File: src/rtl/apb_arb_pkg.sv
// Shared types and defaults for the arbitrated APB master.
// Latency: n/a (package).
// Backpressure: n/a (package).
// Contents: FSM state enum, default parameter values, latched APB command struct.
package apb_arb_pkg;

    localparam int DEF_NUM_REQ = 4;
    localparam int DEF_ADDR_W  = 32;
    localparam int DEF_DATA_W  = 32;
    localparam int DEF_TIMEOUT = 16;

    // APB caps PADDR and PWDATA at 32 bits, so the latched command is sized
    // for the widest legal bus; narrower instances zero-extend into it.
    localparam int CMD_ADDR_W = 32;
    localparam int CMD_DATA_W = 32;

    typedef enum logic [1:0] {
        ST_IDLE   = 2'd0,
        ST_SETUP  = 2'd1,
        ST_ACCESS = 2'd2
    } apb_state_t;

    typedef struct packed {
        logic                  write;
        logic [CMD_ADDR_W-1:0] addr;
        logic [CMD_DATA_W-1:0] wdata;
    } apb_cmd_t;

endpackage

File: src/rtl/rr_arbiter.sv
// Round-robin requester selection, search starting one past last_grant.
// Latency: combinational.
// Backpressure: none; the caller decides when a grant is taken.
// Ports: req (pending vector), last_grant (index) in; grant (one-hot),
//        grant_idx (index), grant_vld (any request) out.
module rr_arbiter
    import apb_arb_pkg::*;
#(
    parameter  int NUM_REQ = DEF_NUM_REQ,
    localparam int IDX_W   = $clog2(NUM_REQ)
) (
    input  logic [NUM_REQ-1:0] req,
    input  logic [IDX_W-1:0]   last_grant,
    output logic [NUM_REQ-1:0] grant,
    output logic [IDX_W-1:0]   grant_idx,
    output logic               grant_vld
);

    // One extra bit so last_grant + k (at most 2*NUM_REQ-1) never overflows
    // before the wrap subtraction.
    logic [IDX_W:0] cand;

    always_comb begin
        grant     = '0;
        grant_idx = '0;
        grant_vld = 1'b0;
        cand      = '0;
        for (int k = 1; k <= NUM_REQ; k++) begin
            cand = {1'b0, last_grant} + (IDX_W+1)'(k);
            if (cand >= (IDX_W+1)'(NUM_REQ)) begin
                cand = cand - (IDX_W+1)'(NUM_REQ);
            end
            if (!grant_vld && req[cand[IDX_W-1:0]]) begin
                grant_vld = 1'b1;
                grant_idx = cand[IDX_W-1:0];
            end
        end
        grant[grant_idx] = grant_vld;
    end

endmodule

File: src/rtl/apb_arb_master.sv
// APB master shared by NUM_REQ requesters through a round-robin arbiter.
// Latency: grant -> SETUP next cycle, ACCESS after that, response the cycle after pready/timeout.
// Backpressure: requesters hold req_valid_i until req_ready_o; slave stalls via pready_i, capped at TIMEOUT.
// Ports: req_* command inputs per requester, req_ready_o accept pulse, rsp_* completion pulse
//        to the owner, APB master signals p*_o / slave response p*_i.
module apb_arb_master
    import apb_arb_pkg::*;
#(
    parameter int NUM_REQ = DEF_NUM_REQ,
    parameter int ADDR_W  = DEF_ADDR_W,
    parameter int DATA_W  = DEF_DATA_W,
    parameter int TIMEOUT = DEF_TIMEOUT
) (
    input  logic                           pclk,
    input  logic                           preset_n,
    input  logic [NUM_REQ-1:0]             req_valid_i,
    input  logic [NUM_REQ-1:0]             req_write_i,
    input  logic [NUM_REQ-1:0][ADDR_W-1:0] req_addr_i,
    input  logic [NUM_REQ-1:0][DATA_W-1:0] req_wdata_i,
    output logic [NUM_REQ-1:0]             req_ready_o,
    output logic [NUM_REQ-1:0]             rsp_valid_o,
    output logic [DATA_W-1:0]              rsp_rdata_o,
    output logic                           rsp_err_o,
    output logic                           psel_o,
    output logic                           penable_o,
    output logic                           pwrite_o,
    output logic [ADDR_W-1:0]              paddr_o,
    output logic [DATA_W-1:0]              pwdata_o,
    input  logic [DATA_W-1:0]              prdata_i,
    input  logic                           pready_i,
    input  logic                           pslverr_i
);

    localparam int IDX_W = $clog2(NUM_REQ);

    apb_state_t         state_q;
    apb_cmd_t           cmd_q;
    // Doubles as the owner of the transfer in flight: it only moves on grant.
    logic [IDX_W-1:0]   last_grant_q;
    logic [7:0]         wait_cnt_q;

    logic [NUM_REQ-1:0] arb_grant;
    logic [IDX_W-1:0]   arb_idx;
    logic               arb_vld;

    rr_arbiter #(
        .NUM_REQ    (NUM_REQ)
    ) u_rr_arbiter (
        .req        (req_valid_i),
        .last_grant (last_grant_q),
        .grant      (arb_grant),
        .grant_idx  (arb_idx),
        .grant_vld  (arb_vld)
    );

    // The latched command register is the APB address/data/direction source,
    // so these stay stable from SETUP through the end of ACCESS.
    assign pwrite_o = cmd_q.write;
    assign paddr_o  = cmd_q.addr[ADDR_W-1:0];
    assign pwdata_o = cmd_q.wdata[DATA_W-1:0];

    always_ff @(posedge pclk or negedge preset_n) begin
        if (!preset_n) begin
            state_q      <= ST_IDLE;
            cmd_q        <= '0;
            last_grant_q <= IDX_W'(NUM_REQ-1);
            wait_cnt_q   <= '0;
            psel_o       <= 1'b0;
            penable_o    <= 1'b0;
            req_ready_o  <= '0;
            rsp_valid_o  <= '0;
            rsp_rdata_o  <= '0;
            rsp_err_o    <= 1'b0;
        end else begin
            // Handshake and response outputs are single-cycle pulses.
            req_ready_o <= '0;
            rsp_valid_o <= '0;
            rsp_rdata_o <= '0;
            rsp_err_o   <= 1'b0;
            case (state_q)
                ST_IDLE: begin
                    psel_o    <= 1'b0;
                    penable_o <= 1'b0;
                    if (arb_vld) begin
                        state_q      <= ST_SETUP;
                        last_grant_q <= arb_idx;
                        req_ready_o  <= arb_grant;
                        cmd_q.write  <= req_write_i[arb_idx];
                        cmd_q.addr   <= CMD_ADDR_W'(req_addr_i[arb_idx]);
                        cmd_q.wdata  <= CMD_DATA_W'(req_wdata_i[arb_idx]);
                        psel_o       <= 1'b1;
                    end
                end
                ST_SETUP: begin
                    penable_o  <= 1'b1;
                    wait_cnt_q <= '0;
                    state_q    <= ST_ACCESS;
                end
                ST_ACCESS: begin
                    if (pready_i) begin
                        state_q     <= ST_IDLE;
                        psel_o      <= 1'b0;
                        penable_o   <= 1'b0;
                        rsp_valid_o <= NUM_REQ'(1) << last_grant_q;
                        rsp_rdata_o <= cmd_q.write ? '0 : prdata_i;
                        rsp_err_o   <= pslverr_i;
                    end else if (wait_cnt_q == 8'(TIMEOUT-1)) begin
                        // This is the TIMEOUT-th stalled ACCESS cycle: give up.
                        state_q     <= ST_IDLE;
                        psel_o      <= 1'b0;
                        penable_o   <= 1'b0;
                        rsp_valid_o <= NUM_REQ'(1) << last_grant_q;
                        rsp_err_o   <= 1'b1;
                    end else begin
                        wait_cnt_q <= wait_cnt_q + 8'd1;
                    end
                end
                default: begin
                    state_q   <= ST_IDLE;
                    psel_o    <= 1'b0;
                    penable_o <= 1'b0;
                end
            endcase
        end
    end

endmodule

File: config.mk
export PLATFORM = sky130hd
export DESIGN_NAME = apb_arb_master
export DESIGN_NICKNAME = d
export VERILOG_FILES = /design/src/rtl/apb_arb_pkg.sv /design/src/rtl/rr_arbiter.sv /design/src/rtl/apb_arb_master.sv
export SDC_FILE = /design/constraint.sdc
export NUM_CORES = 1
export LEC_CHECK = 0
export ABC_CLOCK_PERIOD_IN_PS = 3560
export BUFFER_PORTS_ARGS = -buffer_cell sky130_fd_sc_hd__buf_2
export CAP_MARGIN = 0
export CORE_AREA = 2 2 160 162
export CTS_CLUSTER_SIZE = 16
export DETAILED_ROUTE_END_ITERATION = 6
export DIE_AREA = 0 0 162 164
export PLACE_DENSITY = 0.61
export SETUP_SLACK_MARGIN = 0.02
export SKIP_LAST_GASP = 1
export SYNTH_ARGS = -nofsm -noshare
export SYNTH_HDL_FRONTEND = slang
export SYNTH_SLANG_ARGS = --single-unit
File: constraint.sdc
create_clock -name pclk -period 3.56 [get_ports pclk]
set_input_delay 1.068 -clock pclk [delete_from_list [all_inputs] [get_ports pclk]]
set_output_delay 1.068 -clock pclk [all_outputs]
set_load 0.01 [all_outputs]
* Yosys cells after proc, flatten, opt, wreduce, memory -nomap -nowiden
Index checks and enable logic that the tools add are counted.
** Storage, ports and cells
- Register bits :: 120
- Bits of input ports :: 300
- Output and inout port bits :: 108
** Cells by class
- $add $sub $neg :: 9
- $lt $le $gt $ge :: 10
- Equal/unequal tests :: 7
- Shift-type cells :: 1
- Multiplexer cells :: 51
- Bitwise logic cells :: 2
- Reductions and logical operators :: 13
** Operator list (count)
- $mux 32 :: 5
- $bmux 32 s2 :: 2
- $mux 2 :: 11
- $mux 4 :: 5
- $mux 1 :: 16
- $mux 8 :: 2
- $pmux 8 s2 :: 1
- $lt 2x3->1 const B :: 5
- $ge 3x3->1 const B :: 4
- $bmux 1 s2 :: 5
- $add 8x1->8 const B :: 1
- $eq 8x4->1 const B :: 1
- $sub 2x1->2 const B :: 4
- $add 2x2->3 const B :: 2
- $ne 2x2->1 const B :: 3
- $pmux 2 s3 :: 1
- $reduce_and 2->1 :: 3
- $and 4x4->4 :: 1
- $logic_and 1x1->1 :: 4
- $shl 1x2->4 const A :: 1
- $add 2x1->3 const B :: 1
- $add 2x3->3 const B :: 1
- $logic_not 1->1 :: 3
- $ne 3x3->1 const B :: 1
- other kinds (10) :: 10

* Logic depth before layout (Yosys ltp)
Gate-level depths: netlist of run 1.
- Word-level depth :: 22
- Depth in mapped cells :: 11
- Gate-level depth less buffers :: 8

* Hierarchy
From an unflattened synthesis of run 1, not the netlist that was laid out.
** Unflattened totals
- Cells, all modules :: 400
- Area total of the unflattened synthesis :: 6130.9 um2
** Modules (own cells, without submodules)
- apb_arb_master :: instances 1, cells an instance 370, area each 5929.4 um2
- rr_arbiter :: instances 1, cells an instance 30, area each 201.4 um2

* Least setup slack after synthesis of run 1
OpenSTA, ideal clock, no wires.
- Kind :: reg2reg
- Start point :: register last_grant_q[1]
- End point :: register cmd_q, in the netlist paddr_o[10]
- Data arrival time :: 2694 ps
- Setup slack :: 772 ps
- Cell stages (with the launch flop) :: 12
- Cells stage by stage :: dfstp_2 > buf_2 > inv_1 > ha_1 > clkbuf_1 > a211o_1 > a31oi_1 > a31oi_1 > nand2_1 > buf_2 > mux2i_1 > a211oi_1
** Between the ends
- Word-level cells in the longest chain between the ends :: 17
** RTL lines
- start: declaration :: RTL line apb_arb_master.sv:39 : logic [IDX_W-1:0] last_grant_q;
- start signal: assignment :: RTL line apb_arb_master.sv:66 : last_grant_q <= IDX_W'(NUM_REQ-1);
- start signal: assignment :: RTL line apb_arb_master.sv:86 : last_grant_q <= arb_idx;
- $add 2x1->3 :: RTL line rr_arbiter.sv:29 : cand = {1'b0, last_grant} + (IDX_W+1)'(k);
- $ge 3x3->1 / $sub 2x1->2 (equally long branches) :: RTL line rr_arbiter.sv:30, rr_arbiter.sv:31
- $mux 2 :: RTL line rr_arbiter.sv:30 : if (cand >= (IDX_W+1)'(NUM_REQ)) begin
- $bmux 1 s2 :: RTL line rr_arbiter.sv:33 : if (!grant_vld && req[cand[IDX_W-1:0]]) begin
- $mux 1 (implied by the code) :: RTL line rr_arbiter.sv:33
- $mux 1 :: RTL line rr_arbiter.sv:33
- $logic_not 1->1 :: RTL line rr_arbiter.sv:33
- $logic_and 1x1->1 :: RTL line rr_arbiter.sv:33
- $mux 1 :: RTL line rr_arbiter.sv:33
- $logic_not 1->1 :: RTL line rr_arbiter.sv:33
- $logic_and 1x1->1 :: RTL line rr_arbiter.sv:33
- $mux 1 :: RTL line rr_arbiter.sv:33
- $logic_not 1->1 :: RTL line rr_arbiter.sv:33
- $logic_and 1x1->1 :: RTL line rr_arbiter.sv:33
- $mux 2 :: RTL line rr_arbiter.sv:33
- $bmux 32 s2 :: RTL line apb_arb_master.sv:89 : cmd_q.addr <= CMD_ADDR_W'(req_addr_i[arb_idx]);
- $mux 32 (implied by the code) :: RTL line apb_arb_master.sv:89
- end: declaration :: RTL line apb_arb_master.sv:37 : apb_cmd_t cmd_q;
Several ways; a longest one is shown, not always the timed one. The select of a mux whose other input is x is not followed.
A chain may end at the register's enable or synchronous reset.

* Worst setup path in the final report of run 1
- Start point :: register last_grant_q[1]
- End point :: register cmd_q, in the netlist paddr_o[27]
The elaborated chain is that of the path after synthesis.

==> results.md, run 1 <==
* Synth unique cells at between 50 and 60
* Kind of critical path: reg -> reg
* Critical path fanouts, max at 20
* Die Ht at 164 µm
* PwrDens at between 800 and 900 nW/µm²
* P_int at between 4 and 5 mW
* CTS tree: yes
* Post-synthesis mux area share at under 10%
* Drt total wl at 26,900 µm
* Synth Net Count at a little over 1k
* Setup TNS at 0 ns
* Skew-Pair Late Insertion Delay at approximately 0.42 ns
* Row count at 58
* DR WL/cell at around 18 µm
* GP Congestion at between 0.8 and 0.9
* Max-cap violations at 0
* Synth warn at 0
* Largest net degree at the start of global routing at 54
* Remaining DRCs at 0
* Core ar. at around 25,000 µm²
* Skew final at ~0.018 ns
* Yosys top cell area share at 44.0%
* Postcts setup bufs at 0
* CTS buffer count at 17
* Vias per inst at around 5.0
* Post-CTS Hold Buffers at 0
* Pleak at ~5 nW
* Tmin final at approximately 3.2 ns
* Fmax at slightly above 300 MHz
* Clock share of power at 19.5%
* Synthesized area at approximately 6700 µm²
* DPL Wire Length at slightly above 20,000 µm
* Initial DRT Pass Iterations at 4
* Die Span X at roughly 160 µm
* Antenna Nets Post-Route at 0
* Compound-Gate Fraction of Synth Area at a little over a fifth
* Worst slew margin at between 60% and 70%
* Main synth FF type: dfrtp_1
* Post-Synth XOR/XNOR Area at less than 1%
* Hold_sp: pwdata_o[8]
* Worst-Margin Slew at ~0.57 ns
* Post-synth EDFFs at 0
* Syn avg cell area at about 9.5 µm²
* Initial DRC count at around 380
* Setup crit end kind: flip-flop
* Post-synthesis adder-cell area fraction at less than 1%
* Worst setup path start: last_grant_q[1]
* Overall Global Routing Usage at about 20%
* Port Buf Inserts at 407
* Vias in the first global route at between 7k and 8k
* Post-place setup slack at between 0.2 and 0.25 ns
* Req. time, crit path at 3.84 ns
* Initial Util at 27.0%
* Die area at between 20,000 and 30,000 µm²
* Worst hold path type: reg -> reg
* Synth area leaders: dfrtp_1, a211oi_1, and3_1
* TritonCTS Sinks at 120
* Filler instances at around 2.6k
* VDD IR max at 0.375 mV
* Post-CTS sizing at 0
* Post-Synthesis Cells at 708
* Layout cells sized above 1 at a little under half
* Placed Cells at roughly 1.4k
* Sequential Power Share at about a quarter
* Setup Viol. Count Final at 0
* Unrepaired setup endpoints after global routing: no
* Overflow after GRT at 0
* Nets@finish at about 1.4k
* Fin. max-slew vios at 0
* Startpoint Class: flip-flop
* Final Cycle Share at 90.4%
* Synth area leader: dfrtp_1
* Synth Area in Simple Gates at ~22%
* Via count at between 7k and 8k
* Cell Count, Final, Fillers Out at between 1k and 1.5k
* Root Driver: clkbuf_16
* Post-synthesis sequential area ratio at approximately 45%
* Area Growth Syn to Fin at 46.4%
* H-tree depth at 4
* Worst-path clk slew at roughly 0.07 ns
* Sw Pwr at 3.96 mW
* Critical R2R Launch: last_grant_q[1]
* Power share of the combinational group at a little under three fifths
* WHS at 0.496 ns
* Crit path setup slack, layout at roughly 0.34 ns
* Largest family of logic cells by synthesized area: simple AND/OR/NAND/NOR gates
* Sw Ratio at roughly 45%
* First-pass GRT wire length at between 30,000 and 40,000 µm
* Hold Vio Cnt, Final at 0
* Yosys reg bits at 120
* CP arrival at roughly 3.5 ns
* Synth async-reset ratio at between 90% and 100%
* Fin util at between 30% and 40%
* Max Root-Sink Buffers at 2
* Outcome: completed
* Initial antenna violation count at 5
* # IOs at a little over 400
-- power by group through the flow --
| stage | Combinational, mW | Sequential, mW | Clock [mW] |
|---|---|---|---|
| finish | 4.91 | 2.18 | 1.71 |
| global route | 5.35 | 2.24 | 1.83 |
| CTS | 4.95 | 2.18 | 1.77 |
| detailed placement | 4.95 | 2.19 | 0 |
| global placement | 4.89 | 2.19 | 0 |
| floorplan | 2.96 | 2.34 | 0 |
-- state kept, by name (all words and copies together), names as in the netlist --
register and count:
paddr_o 32, rsp_valid_o 4, pwrite_o 1, last_grant_q 2, wait_cnt_q 8, state_q 2
penable_o 1, req_ready_o 4, pwdata_o 32, rsp_err_o 1, psel_o 1, rsp_rdata_o 32
-- layout make-up --
type                    count  area (µm²)  area share, %
diodes                      2        5.00         0.0509
clock buffers              17         425           4.33
clock inverters            15         158           1.60
inverters                   6        22.5          0.229
multi-input cells         521        3450           35.1
flip-flops and latches    120        3010           30.6
well taps                 330         413           4.20
repair buffers            441        2350           23.9
-- final timing paths --
path	cells past startpoint	to	slack (ns)
max	9	paddr_o[27]	0.34
min reg2reg	2	pwdata_o[8]	0.50
max in group asynchronous	2	rsp_rdata_o[20]	2.23
max reg2reg	9	paddr_o[27]	0.34
min	2	pwdata_o[8]	0.50
min in group asynchronous	1	rsp_rdata_o[0]	0.58
-- Yosys cell counts (2+ instances only) --
cell and number:
nor2_1 76, a211oi_2 30, nand3_1 35, ha_1 5, clkbuf_2 3, nor2b_1 3, a31oi_1 2, nand2b_1 4
nand2_1 46, inv_1 4, and3_1 66, and2_1 39, a211o_1 3, o21ai_0 37, dfrtp_1 118, a21oi_1 32
mux2i_1 39, buf_2 17, dfstp_2 2, xor2_1 2, nor3_1 3, clkbuf_1 34, buf_4 5, nand4_1 4
nor2_2 2, o221ai_1 2, a211oi_1 68
-- critical path, cell delays in order (launching register included) --
cell and delay [ns]:
dfstp_2 0.68, inv_1 0.18, ha_1 0.53, a211o_1 0.18, a31oi_1 0.05, a31oi_4 0.49
nand2_4 0.32, buf_4 0.30, a211oi_1 0.26, a211oi_1 0.08
-- layout by cell type (no fill, tap or decap), drive strengths merged, types with 4 or more instances in the layout --
cell and instances:
buf 441, dfrtp 118, a211oi 98, nor2 78
and3 66, nand2 46, and2 39, mux2i 39
o21ai 37, nand3 36, a21oi 32, clkbuf 17
inv 14, ha 5, nand4 5, nand2b 4
nor3 4, clkinv 4
-- cells by family (layout without fill, tap and decap cells) --
group	Yosys count	after routing
compound gates	183	183
xor+xnor	2	2
other cells	0	2
mux	41	41
buf+inv	67	479
simple gates	290	290
fa+ha+maj	5	5
flops	120	120
-- per-stage QoR --
stage	cell area, µm²	total power [mW]
after floorplan	6710	5.30
after global placement	9240	7.08
after detailed placement	9240	7.14
after CTS	9820	8.89
after global routing	9820	9.42
final	9820	8.80
-- routing by layer --
layer	track usage [%]	vias to the layer above	part of all wire, %
met2	35.0	338	50
met1	22.7	3452	39
met5	0	-	0.14
li1	-	3363	-
met4	6.28	6	2.1
met3	5.43	38	7.9
No activity file was read; power rests on OpenSTA's default activity.
==> run 2, diff against run 1 <==
--- a/config.mk
+++ b/config.mk
@@ -5,11 +5,11 @@
 export SDC_FILE = /design/constraint.sdc
 export NUM_CORES = 1
 export LEC_CHECK = 0
-export ABC_CLOCK_PERIOD_IN_PS = 3560
+export ABC_CLOCK_PERIOD_IN_PS = 3570
 export BUFFER_PORTS_ARGS = -buffer_cell sky130_fd_sc_hd__buf_2
 export CAP_MARGIN = 0
 export CORE_AREA = 2 2 160 162
-export CTS_CLUSTER_SIZE = 16
+export CTS_CLUSTER_SIZE = 25
 export DETAILED_ROUTE_END_ITERATION = 6
 export DIE_AREA = 0 0 162 164
 export PLACE_DENSITY = 0.61
==> constraint.sdc (replaced) <==
create_clock -name pclk -period 3.57 [get_ports pclk]
set_input_delay 1.071 -clock pclk [delete_from_list [all_inputs] [get_ports pclk]]
set_output_delay 1.071 -clock pclk [all_outputs]
set_load 0.01 [all_outputs]
==> results.md, run 2 (synthesized netlist as in run 1, its figures left out) <==
* Die area at around 27,000 µm²
* Storage cell area at 3010 µm²
* # IOs at between 400 and 500
* Initial antenna violation count at 4
* Most common cell after layout, fill and taps aside: buf_2
* Hold_sp: pwdata_o[8]
* Nets@finish at between 1k and 1.5k
* Remaining DRCs at 0
* VDD IR max at 0.369 mV
* Pleak at between 5 and 6 nW
* Setup TNS at 0 ns
* Post-CTS Hold Buffers at 0
* Filler instances at between 2k and 3k
* Core ar. at around 25,000 µm²
* Skew-Pair Late Insertion Delay at between 0.4 and 0.5 ns
* Area Growth Syn to Fin at 45.8%
* CTS buffer count at 17
* DPL Wire Length at 20,700 µm
* Root Driver: clkbuf_16
* Die Span X at between 150 and 200 µm
* Kind of critical path: reg -> reg
* Critical path fanouts, max at 35
* Row count at 58
* First-pass GRT wire length at 40,000 µm
* DR WL/cell at around 19 µm
* Initial Util at between 20% and 30%
* Outcome: completed
* PwrDens at 890 nW/µm²
* H-tree depth at 4
* Critical R2R Launch: last_grant_q[1]
* Commonest non-fill, non-tap cells in the layout: buf_2, dfrtp_1, nor2_1, a211oi_1, and3_1
* TritonCTS Sinks at 120
* Die Ht at between 150 and 200 µm
* Worst-Margin Slew at about 0.54 ns
* Fin. max-slew vios at 0
* Fin util at roughly two fifths
* FF-to-FF End: pwdata_o[26]
* Layout cells sized above 1 at between 40% and 50%
* Worst hold path type: reg -> reg
* Postcts setup bufs at 0
* CTS tree: yes
* Initial DRC count at 400
* Startpoint Class: flip-flop
* Drt total wl at 27,300 µm
* Worst reg-to-reg setup slack at 0.36 ns
* Initial DRT Pass Iterations at 7
* Worst-path clk slew at roughly 0.060 ns
* Hold Vio Cnt, Final at 0
* Tot Pwr at 8.71 mW
* Req. time, crit path at approximately 3.9 ns
* Unrepaired setup endpoints after global routing: no
* Vias per inst at between 4 and 5
* Fmax at 312 MHz
* CP arrival at roughly 3.5 ns
* Overflow after GRT at 0
* GP Congestion at around 0.84
* Port Buf Inserts at 407
* Multi-input logic area at about 3400 µm²
* Hold Path End: pwdata_o[8]
* Max Root-Sink Buffers at 2
* Skew final at 0.0104 ns
* Largest net degree at the start of global routing at 53
* Hold path cells at 2
* Setup Viol. Count Final at 0
* Max-cap violations at 0
* Overall Global Routing Usage at 19.8%
* Worst slew margin at approximately 64%
* Antenna Nets Post-Route at 0
* Setup crit end kind: flip-flop
* Post-CTS sizing at 0
* Vias in the first global route at approximately 7k
* R2R depth at 10
* Via count at just over 7k
* Tmin final at about 3.2 ns
* Final Cycle Share at approximately 90%
-- run 2: worst max-delay path, cell delays in order, from the launching register on --
cell and delay [ns]:
dfstp_2 0.68, inv_1 0.20, ha_1 0.47, a211o_1 0.33
a31oi_1 0.25, a31oi_4 0.08, buf_4 0.27, nand3_1 0.12
buf_4 0.34, a21oi_1 0.10, a211oi_2 0.24
-- run 2: metal layers --
| metal | GRT usage, % | part of all wire (%) | up-vias |
|---|---|---|---|
| met5 | 0 | 0.15 | - |
| met4 | 5.95 | 2.0 | 6 |
| met3 | 5.61 | 7.8 | 32 |
| met2 | 36.2 | 52 | 323 |
| met1 | 22.4 | 38 | 3361 |
| li1 | - | - | 3356 |
-- run 2: how the worst max path moves through the flow --
| stage | startpoint | endpoint | slack, ns | cells after the start |
|---|---|---|---|---|
| floorplan | last_grant_q[1] | paddr_o[10] | 0.78 | 11 |
| global placement | req_valid_i[2] | pwdata_o[15] | 0.29 | 9 |
| detailed placement | req_valid_i[2] | pwrite_o | 0.25 | 9 |
| CTS | last_grant_q[1] | paddr_o[18] | 0.37 | 10 |
| global route | last_grant_q[1] | pwdata_o[26] | 0.19 | 10 |
| finish | last_grant_q[1] | pwdata_o[26] | 0.36 | 10 |
-- run 2: per-stage QoR --
stage	hold slack (ns)	area (µm²)	cells	setup WS [ns]
4_1_cts	0.501	9780	1449	0.366
5_1_grt	0.521	9780	1449	0.190
6_report	0.500	9790	1451	0.361
2_1_floorplan	0.450	6710	708	0.782
3_5_place_dp	0.487	9220	1417	0.251
3_3_place_gp	0.474	9220	1417	0.289
-- run 2: cell type report --
type | instances | area share, %
multi-input cells | 521 | 35.2
flip-flops and latches | 120 | 30.7
repair buffers | 440 | 23.8
clock buffers | 18 | 4.39
well taps | 330 | 4.22
clock inverters | 14 | 1.39
inverters | 6 | 0.230
diodes | 2 | 0.0511
-- run 2: report_power, final --
group | internal, mW | switching [mW] | total [mW] | leakage (nW)
Sequential | 1.88 | 0.304 | 2.18 | 1.47
Clock | 0.978 | 0.734 | 1.71 | 0.275
Combinational | 1.96 | 2.85 | 4.81 | 3.28
Total | 4.82 | 3.89 | 8.71 | 5.03
==> run 3, diff against run 2 <==
--- a/config.mk
+++ b/config.mk
@@ -13,6 +13,7 @@
 export DETAILED_ROUTE_END_ITERATION = 6
 export DIE_AREA = 0 0 162 164
 export PLACE_DENSITY = 0.61
+export RECOVER_POWER = 100
 export SETUP_SLACK_MARGIN = 0.02
 export SKIP_LAST_GASP = 1
 export SYNTH_ARGS = -nofsm -noshare
==> results.md, run 3 (synthesized netlist as in run 1, its figures left out) <==
* Layout cells sized above 1 at 35.7%
* Vias in the first global route at between 7k and 8k
* Hold Vio Cnt, Final at 0
* VDD IR max at about 0.34 mV
* Routing usage on met1 at 22.4%
* Die Span X at between 150 and 200 µm
* Worst-path clk slew at roughly 0.060 ns
* Core ar. at roughly 25,000 µm²
* Most used routing layer in global routing: met2
* Met3 Track Usage GR at about 5.6%
* Port Buf Inserts at between 400 and 500
* Antenna Nets Post-Route at 0
* Hold_sp: pwdata_o[8]
* Final Cycle Share at about nine tenths
* Worst-Margin Slew at between 1 and 1.5 ns
* Initial DRC count at 365
* Initial antenna violation count at 4
* Critical R2R Launch: last_grant_q[1]
* Unrepaired setup endpoints after global routing: no
* # IOs at 408
* Skew-Pair Late Insertion Delay at 0.41 ns
* Setup crit end kind: flip-flop
* CTS buffer count at 17
* Setup Viol. Count Final at 0
* Area Growth Syn to Fin at 42.3%
* R2R depth at 10
* Post-CTS sizing at 0
* PwrDens at ~890 nW/µm²
* Fin. max-slew vios at 0
* TritonCTS Sinks at 120
* First-pass GRT wire length at ~40,000 µm
* Setup TNS at 0 ns
* Met2 Usage GRT at between 30% and 40%
* Critical path fanouts, max at 35
* H-tree depth at 4
* Post-CTS Hold Buffers at 0
* Startpoint Class: flip-flop
* Most common cell after layout, fill and taps aside: buf_2
* Largest net degree at the start of global routing at 53
* Max Root-Sink Buffers at 2
* Filler instances at around 2.6k
* Worst setup path start: last_grant_q[1]
* Via count at 7,118
* Nets@finish at roughly 1.4k
* Initial DRT Pass Iterations at 4
* Max-cap violations at 0
* DR WL/cell at about 19 µm
* Commonest non-fill, non-tap cells in the layout: buf_2, dfrtp_1, clkbuf_1, nor2_1, a211oi_1
* Drt total wl at about 27,000 µm
* GP Congestion at between 0.8 and 0.9
* Skew final at 0.0114 ns
* CP endpoint: pwrite_o
* CP arrival at 3.54 ns
* Worst reg-to-reg setup slack at between 0.3 and 0.4 ns
* Initial Util at 27.0%
* Placed Cells at 1,417
* Remaining DRCs at 0
* Pleak at between 4 and 5 nW
* Row count at 58
* FF-to-FF End: pwrite_o
* Outcome: completed
* DPL Wire Length at 20,700 µm
* Fmax at 308 MHz
* Overflow after GRT at 0
* Die area at 26,600 µm²
* Postcts setup bufs at 0
* Cell Count, Final, Fillers Out at 1,449
* Tmin final at 3.25 ns
* Worst hold path type: reg -> reg
* Root Driver: clkbuf_16
* Kind of critical path: reg -> reg
* Vias per inst at around 4.9
* CTS tree: yes
* Tot Pwr at roughly 8.5 mW
* Worst slew margin at 9.81%
* Diode count at 0
* Overall Global Routing Usage at a little under 20%
* Req. time, crit path at 3.86 ns
* Die Ht at roughly 160 µm
-- run 3: cell types whose count changed in the layout (fill, tap and decap cells not counted), sizes merged --
cell,previous run,this run
clkbuf,18,139
diode,2,0
buf,440,319
-- run 3: layout make-up --
class                           instances  area (µm²)  share of cell area (%)
Multi-Input combinational cell        521        3400                    35.6
Timing Repair Buffer                  440        2140                    22.4
Clock buffer                           18         429                    4.49
Inverter                                6        22.5                   0.236
Tap cell                              330         413                    4.32
Clock inverter                         14         136                    1.43
Sequential cell                       120        3010                    31.5
-- run 3: how the worst min path moves through the flow --
stage	slack (ns)	end	cells past startpoint
6_report	0.50	pwdata_o[8]	2
5_1_grt	0.52	wait_cnt_q[7]	1
4_1_cts	0.50	wait_cnt_q[7]	1
3_5_place_dp	0.49	pwdata_o[8]	2
3_3_place_gp	0.47	pwdata_o[8]	2
2_1_floorplan	0.45	wait_cnt_q[7]	1
-- run 3: metrics by stage --
step	setup slack (ns)	hold slack (ns)	utilization, %	cell area (µm²)
6_report	0.325	0.503	38.5	9550
5_1_grt	0.0957	0.521	38.5	9550
3_5_place_dp	0.251	0.487	37.1	9220
3_3_place_gp	0.289	0.474	37.1	9220
2_1_floorplan	0.782	0.450	-	6710
4_1_cts	0.366	0.501	39.4	9780
-- run 3: per-layer routing --
layer,share of wire [%],wire length (µm)
met1,38,10500
met2,52,14200
met3,7.5,2040
met4,2.0,538
met5,0.13,36
-- run 3: critical path, cell delays in order, from the launching register on --
cell and delay (ns):
dfstp_2 0.68, inv_1 0.20, ha_1 0.50, a211o_1 0.17
a31oi_1 0.04, a31oi_1 0.35, clkbuf_4 0.44, nand3_1 0.11
buf_4 0.27, a21oi_1 0.22, a211oi_2 0.09
-- run 3: power breakdown --
group | switching [mW] | internal, mW | total [mW]
logic | 2.81 | 1.77 | 4.59
clock network | 0.730 | 0.978 | 1.71
registers | 0.316 | 1.88 | 2.19
